--- src/rtl/silly_function_pkg.sv ---
// Shared types and defaults for the silly_function 3-input Boolean block.
package silly_function_pkg;

  // bit i is y for index i = {a,b,c}; ones at indices 0, 4 and 5
  localparam logic [7:0] SILLY_TT = 8'h31;

  typedef logic [2:0] sf_idx_t;

  function automatic sf_idx_t sf_pack(input logic a, input logic b, input logic c);
    return {a, b, c};
  endfunction

endpackage

--- src/rtl/silly_function_lut.sv ---
// Pure combinational truth-table lookup: y = TRUTH_TABLE[idx], zero latency.
module silly_function_lut
  import silly_function_pkg::*;
#(
  parameter logic [7:0] TRUTH_TABLE = SILLY_TT
) (
  input  sf_idx_t idx,
  output logic    y
);

  // A single continuous select lets an X/Z index show up as X on y.
  assign y = TRUTH_TABLE[idx];

endmodule

--- src/rtl/silly_function.sv ---
// 3-input Boolean function with a combinational output, a registered copy and a saturating hit counter.
module silly_function
  import silly_function_pkg::*;
#(
  parameter logic [7:0] TRUTH_TABLE = SILLY_TT,
  parameter int         CNT_W       = 8
) (
  input  logic             a,
  input  logic             b,
  input  logic             c,
  output logic             y,
  input  logic             clk,
  input  logic             rst,
  output logic             y_q,
  output logic [CNT_W-1:0] hit_cnt
);

  logic             y_reg_d;
  logic             y_reg_q;
  logic [CNT_W-1:0] cnt_d;
  logic [CNT_W-1:0] cnt_q;

  // y depends only on a/b/c so positional 4-port use works without a clock.
  silly_function_lut #(
    .TRUTH_TABLE(TRUTH_TABLE)
  ) u_lut (
    .idx(sf_pack(a, b, c)),
    .y  (y)
  );

  always_comb begin
    y_reg_d = y;
    cnt_d   = cnt_q;
    if (y && (cnt_q != {CNT_W{1'b1}})) begin
      cnt_d = cnt_q + CNT_W'(1);
    end
  end

  always_ff @(posedge clk) begin
    if (rst) begin
      y_reg_q <= 1'b0;
      cnt_q   <= '0;
    end else begin
      y_reg_q <= y_reg_d;
      cnt_q   <= cnt_d;
    end
  end

  assign y_q     = y_reg_q;
  assign hit_cnt = cnt_q;

endmodule

--- config.mk ---
export PLATFORM = sky130hd
export DESIGN_NAME = silly_function
export DESIGN_NICKNAME = d
export VERILOG_FILES = /design/src/rtl/silly_function_pkg.sv /design/src/rtl/silly_function_lut.sv /design/src/rtl/silly_function.sv
export SDC_FILE = /design/constraint.sdc
export NUM_CORES = 1
export LEC_CHECK = 0
export ABC_AREA = 1
export CORE_MARGIN = 4
export CORE_UTILIZATION = 40
export CTS_CLUSTER_SIZE = 8
export DETAILED_ROUTE_END_ITERATION = 6
export PLACE_DENSITY = 0.79
export REMOVE_ABC_BUFFERS = 1
export SYNTH_ARGS = -nofsm -noshare
export SYNTH_HDL_FRONTEND = slang
export SYNTH_HIERARCHICAL = 1
export SYNTH_SLANG_ARGS = --single-unit
--- constraint.sdc ---
create_clock -name clk -period 2.5 [get_ports clk]
set_input_delay 0.25 -clock clk [delete_from_list [all_inputs] [get_ports clk]]
set_output_delay 0.25 -clock clk [all_outputs]
set_load 0.02 [all_outputs]
Word level (Yosys, flattened, before mapping) --
Memories as Yosys holds them, arrays and structs flattened. Index checks and enable logic that the tools add are counted.
Word-level totals: register bits 9, ROM bits 8, input port bits 5, output and inout bits 10, logic and storage cells 8, memories 1
Memory list:
- (no name shown) | words 8, bits a word 1, rd ports 1, clocked after memory_dff 0, write ports 0, RTL line silly_function_lut.sv:12 | assign y = TRUTH_TABLE[idx];
Operators by class: $add $sub $neg 1, $lt $le $gt $ge 1, equal/unequal tests 1, mux-type cells 1, reduce and logical (&&, ||, !) cells 1
Operator list (number):
- $add 8x1->8 const B | 1
- $ne 8x8->1 const B | 1
- $lt 3x4->1 const B | 1
- $logic_and 1x1->1 | 1
- $mux 1 | 1

Depth between registers and ports, before layout --
word-level depth 3, depth in mapped cells 8, depth with buffers taken out 8

Modules after synthesis --
The synthesis kept the hierarchy.
Modules (own cells, without submodules):
- silly_function | times used 1, cells each 81, area an instance 515.5 um2, seq. area each 180.2 um2
- silly_function_lut | times used 1, cells each 2, area an instance 12.5 um2, seq. area each 0.0 um2

Worst setup path before layout --
OpenSTA, ideal clock, no wires.
kind register to register, start reg cnt_q[0] (netlist: hit_cnt[0]), end reg cnt_q[3] (netlist: hit_cnt[3]), library setup time 0.116 ns, arrival time 1.245 ns, required time 2.384 ns, slack 1.139 ns, stages on the path, launching flop included 8, buffers on the path 1, clock period less this slack 1.361 ns, cell sequence dfxtp_1 > ha_1 > nand3_2 > inv_2 > nand2_2 > buf_6 > a21oi_1 > nor2_1
On the way: word-level cells in the longest chain between the ends 2, elaborated cells on any way between the ends 3, classes of those cells add/sub (1); eq/ne (1); reduce/logical (1)
Ends and longest elaborated chain:
- start, declared | RTL line silly_function.sv:21 | logic [CNT_W-1:0] cnt_q;
- start signal, assigned | RTL line silly_function.sv:45 | cnt_q <= cnt_d;
- branches (longest 2 deep; another with $add 8x1->8)
Several ways; the timed one is not identified. A chain may end at the register's enable or synchronous reset.

Worst setup path in the final report --
start in a, end out y
On the way: word-level cells in the longest chain between the ends 2
Ends and longest elaborated chain:
- start, declared | RTL line silly_function.sv:8 | input logic a,
- $mem_v2 8x1
- $mux 1 (not written as such) | RTL line silly_function_lut.sv:12
- end, declared | RTL line silly_function.sv:11 | output logic y,
No other way between the ends. The select of a mux whose other input is x is not followed.

==> metrics.yaml <==
finish:
  non_filler_instance_count_after_layout: 114
  final_common_cell: "sky130_fd_sc_hd__nand2_1"
  n_antenna_cell: 0
  final_net_count: 107
  layout.cells.most_common_list: "sky130_fd_sc_hd__nand2_1, sky130_fd_sc_hd__nor2_1, sky130_fd_sc_hd__clkdlybuf4s50_1"
  fraction_of_final_layout_cells_sized_beyond_drive_strength_1: 0.120
  area.growth.synth_to_final_pct: 33.2
route:
  antenna_left: 0
  postRouteWirelength_mm: 1.19
  vias: 559
  met3_wire_length_um: 88
  vias_per_cell: 4.90
  drcViolationCount: 0
  count_of_tritonroute_iterations_in_the_first_routing_pass: 4
  post_drt_wl_per_cell_um: 10.5
  dr_wl_met2_um: 494
  wirelength_met1_um: 584
  initialDrtViolationCount: 13
  route.top_layer_used: "met4"
place:
  buffer_ports.inserted: 14
  pre_cts_slack_ns: 0.747
  dp.cells: 110
  hpwlAfterDp_um: 873
  gpl.final_weighted_congestion: 0.745
global_route:
  global_route.overflow_total: 0
  antenna_found_initial: 0
  grt_pass1_wl_mm: 1.93
  track_usage: 0.137
  number_of_global_route_vias_before_repair: 468
  grt_max_degree: 13
clocking:
  cts_resized: 0
  insertion_delay_ns: 0.26
  cts_tree: "yes"
  cts.repair_timing.setup_buffer_count: 0
  clkSinkCount: 9
  path_clk_slew_ns: 0.07
  cts_htree_levels: 1
  cts-buffers-inserted: 3
  clk_root_buffer_cell: "sky130_fd_sc_hd__clkbuf_4"
  ctsHoldBuffers: 0
  ctsLongestPathBuffers: 2
floorplanning:
  num_io_pins: 15
  std_cell_rows: 12
  vertical_extent_of_the_die_um: 44.3
  core_area_um2: 1170
  start_util: 0.451
  floorplan.die_area_um2: 1970
  die-width_um: 44.3
setup_path:
  timing_worst_setup_path_type: "in2out"
  worstPathRequired_ns: 2.25
  crit_path_cell_trace: "clkdlybuf4s50_1 > inv_1 > a21oi_2 > clkdlybuf4s50_1"
  worst-endpoint-arrival_ns: 1.49
  path_max_fanout: 2
  cp.buffers_inverters: 3
  worstSetupEndpointType: "output port"
  crit_end: "y"
  max_stage_delay_ns: 0.62
  timing.critical_path.from_type: "input port"
  critical_path_slowest_stage_cell: "sky130_fd_sc_hd__clkdlybuf4s50_1"
  critical_path.reg2reg.endpoint: "hit_cnt[1]$_SDFFE_PP0P_"
  worst-r2r-setup-slack_ns: 1.19
  critPathLaunch: "a"
  cpLargestDelayFamily: "buffers and inverters"
  crit_path_frequent_cell: "sky130_fd_sc_hd__clkdlybuf4s50_1"
  r2r_cells: 6
  worst_r2r_startpoint: "hit_cnt[0]$_SDFFE_PP0P_"
  cp.depth: 4
sta:
  setup-tns-final_ns: 0
  post-route-worst-setup-slack_ns: 0.758
  rsz0062_at_grt: "false"
  hold_violations: 0
  relSlewSlack: 0.840
  slew_violations: 0
  worst_slew_pin_slew_ns: 0.239
  setup-violations-final: 0
  period_share: 0.697
  peak_freq_ghz: 0.574
  finalCriticalPeriod_ns: 1.74
  worst_clock_skew_ns: 0.00198
run_status:
  run_status: "finished clean"
yosys:
  yosysTopAreaCellShare: 0.341
  synthDistinctLibCells: 16
  seq_area_frac_synth: 0.341
  synth.top_cells.by_area: "sky130_fd_sc_hd__dfxtp_1, sky130_fd_sc_hd__nand2_1, sky130_fd_sc_hd__nor2_1, sky130_fd_sc_hd__inv_1, sky130_fd_sc_hd__nand3_1"
  synth.avg_cell_area_um2: 6.36
  synthCells: 83
  syn_area_um2: 528
  synth_seq_cells: 9
  yosys.area.top_type: "sky130_fd_sc_hd__dfxtp_1"
  synth_warnings: 6
power:
  maximum_vdd_ir_drop_mv: 0.254
  power.leakage_uw: 0.000321
  power_density_nw_per_um2: 445
min_path:
  holdCritStartpoint: "hit_cnt[6]$_SDFFE_PP0P_"
  hold_path_depth: 2
  hp-class: "reg2reg"
flow_run:
  max-cap-violations: 0
flip-flops by register name, summed over array words and instances, names as in the netlist:
| register | flops |
|---|---|
| y_q | 1 |
| hit_cnt | 8 |
per-stage QoR:
step,util,total power [uW],hold WS (ns),area [um^2]
after floorplan,-,176,0.322,512
after global placement,0.578,197,0.473,677
after detailed placement,0.578,198,0.475,677
after CTS,0.600,315,0.485,703
after global routing,0.600,327,0.507,703
final,0.600,313,0.487,703
cells in the mapped netlist (all sizes together):
master  instances
a21oi           7
buf             2
dfxtp           9
ha              1
inv            14
nand2          21
nand3          10
nand3b          1
nor2           17
o21ai           1
worst min-delay path: cells and delay by family, from the launching register on:
kind | cells | cell delay (ns)
buf+inv | 1 | 0.06
flops | 1 | 0.34
compound gates | 1 | 0.05
cell type report:
| cell class | count | area (um^2) |
|---|---|---|
| fillers | 121 | 468 |
| multi-input cells | 58 | 279 |
| flip-flops and latches | 9 | 180 |
| repair buffers | 15 | 148 |
| inverters | 14 | 52.6 |
| clock buffers | 4 | 26.3 |
| well taps | 14 | 17.5 |
power breakdown:
group          total (uW)  internal [uW]  switching [uW]
logic                43.7           21.6            22.1
clock network         118           61.7            56.0
registers             152            147            4.54
total                 313            231            82.6
how the worst min path moves through the flow:
stage                                   end  slack, ns
floorplan                    y_q$_SDFF_PP0_       0.32
global placement    hit_cnt[6]$_SDFFE_PP0P_       0.47
detailed placement  hit_cnt[6]$_SDFFE_PP0P_       0.47
CTS                 hit_cnt[6]$_SDFFE_PP0P_       0.48
finish              hit_cnt[6]$_SDFFE_PP0P_       0.49
global route        hit_cnt[6]$_SDFFE_PP0P_       0.51
cells by family (layout without fill, tap and decap cells):
family,Yosys count,after routing,synth area share
buffers and inverters,16,33,0.130
and+or+nand+nor,49,49,0.422
adders and majority gates,1,1,0.0237
AOI/OAI and AO/OA,8,8,0.0829
DFF,9,9,0.341
layer usage:
layer | GRT usage | vias up
met3 | 0.0407 | 4
li1 | - | 289
met2 | 0.192 | 23
met4 | 0.0904 | 0
met1 | 0.180 | 243
met5 | 0 | -
No activity file was read; power rests on OpenSTA's default activity.
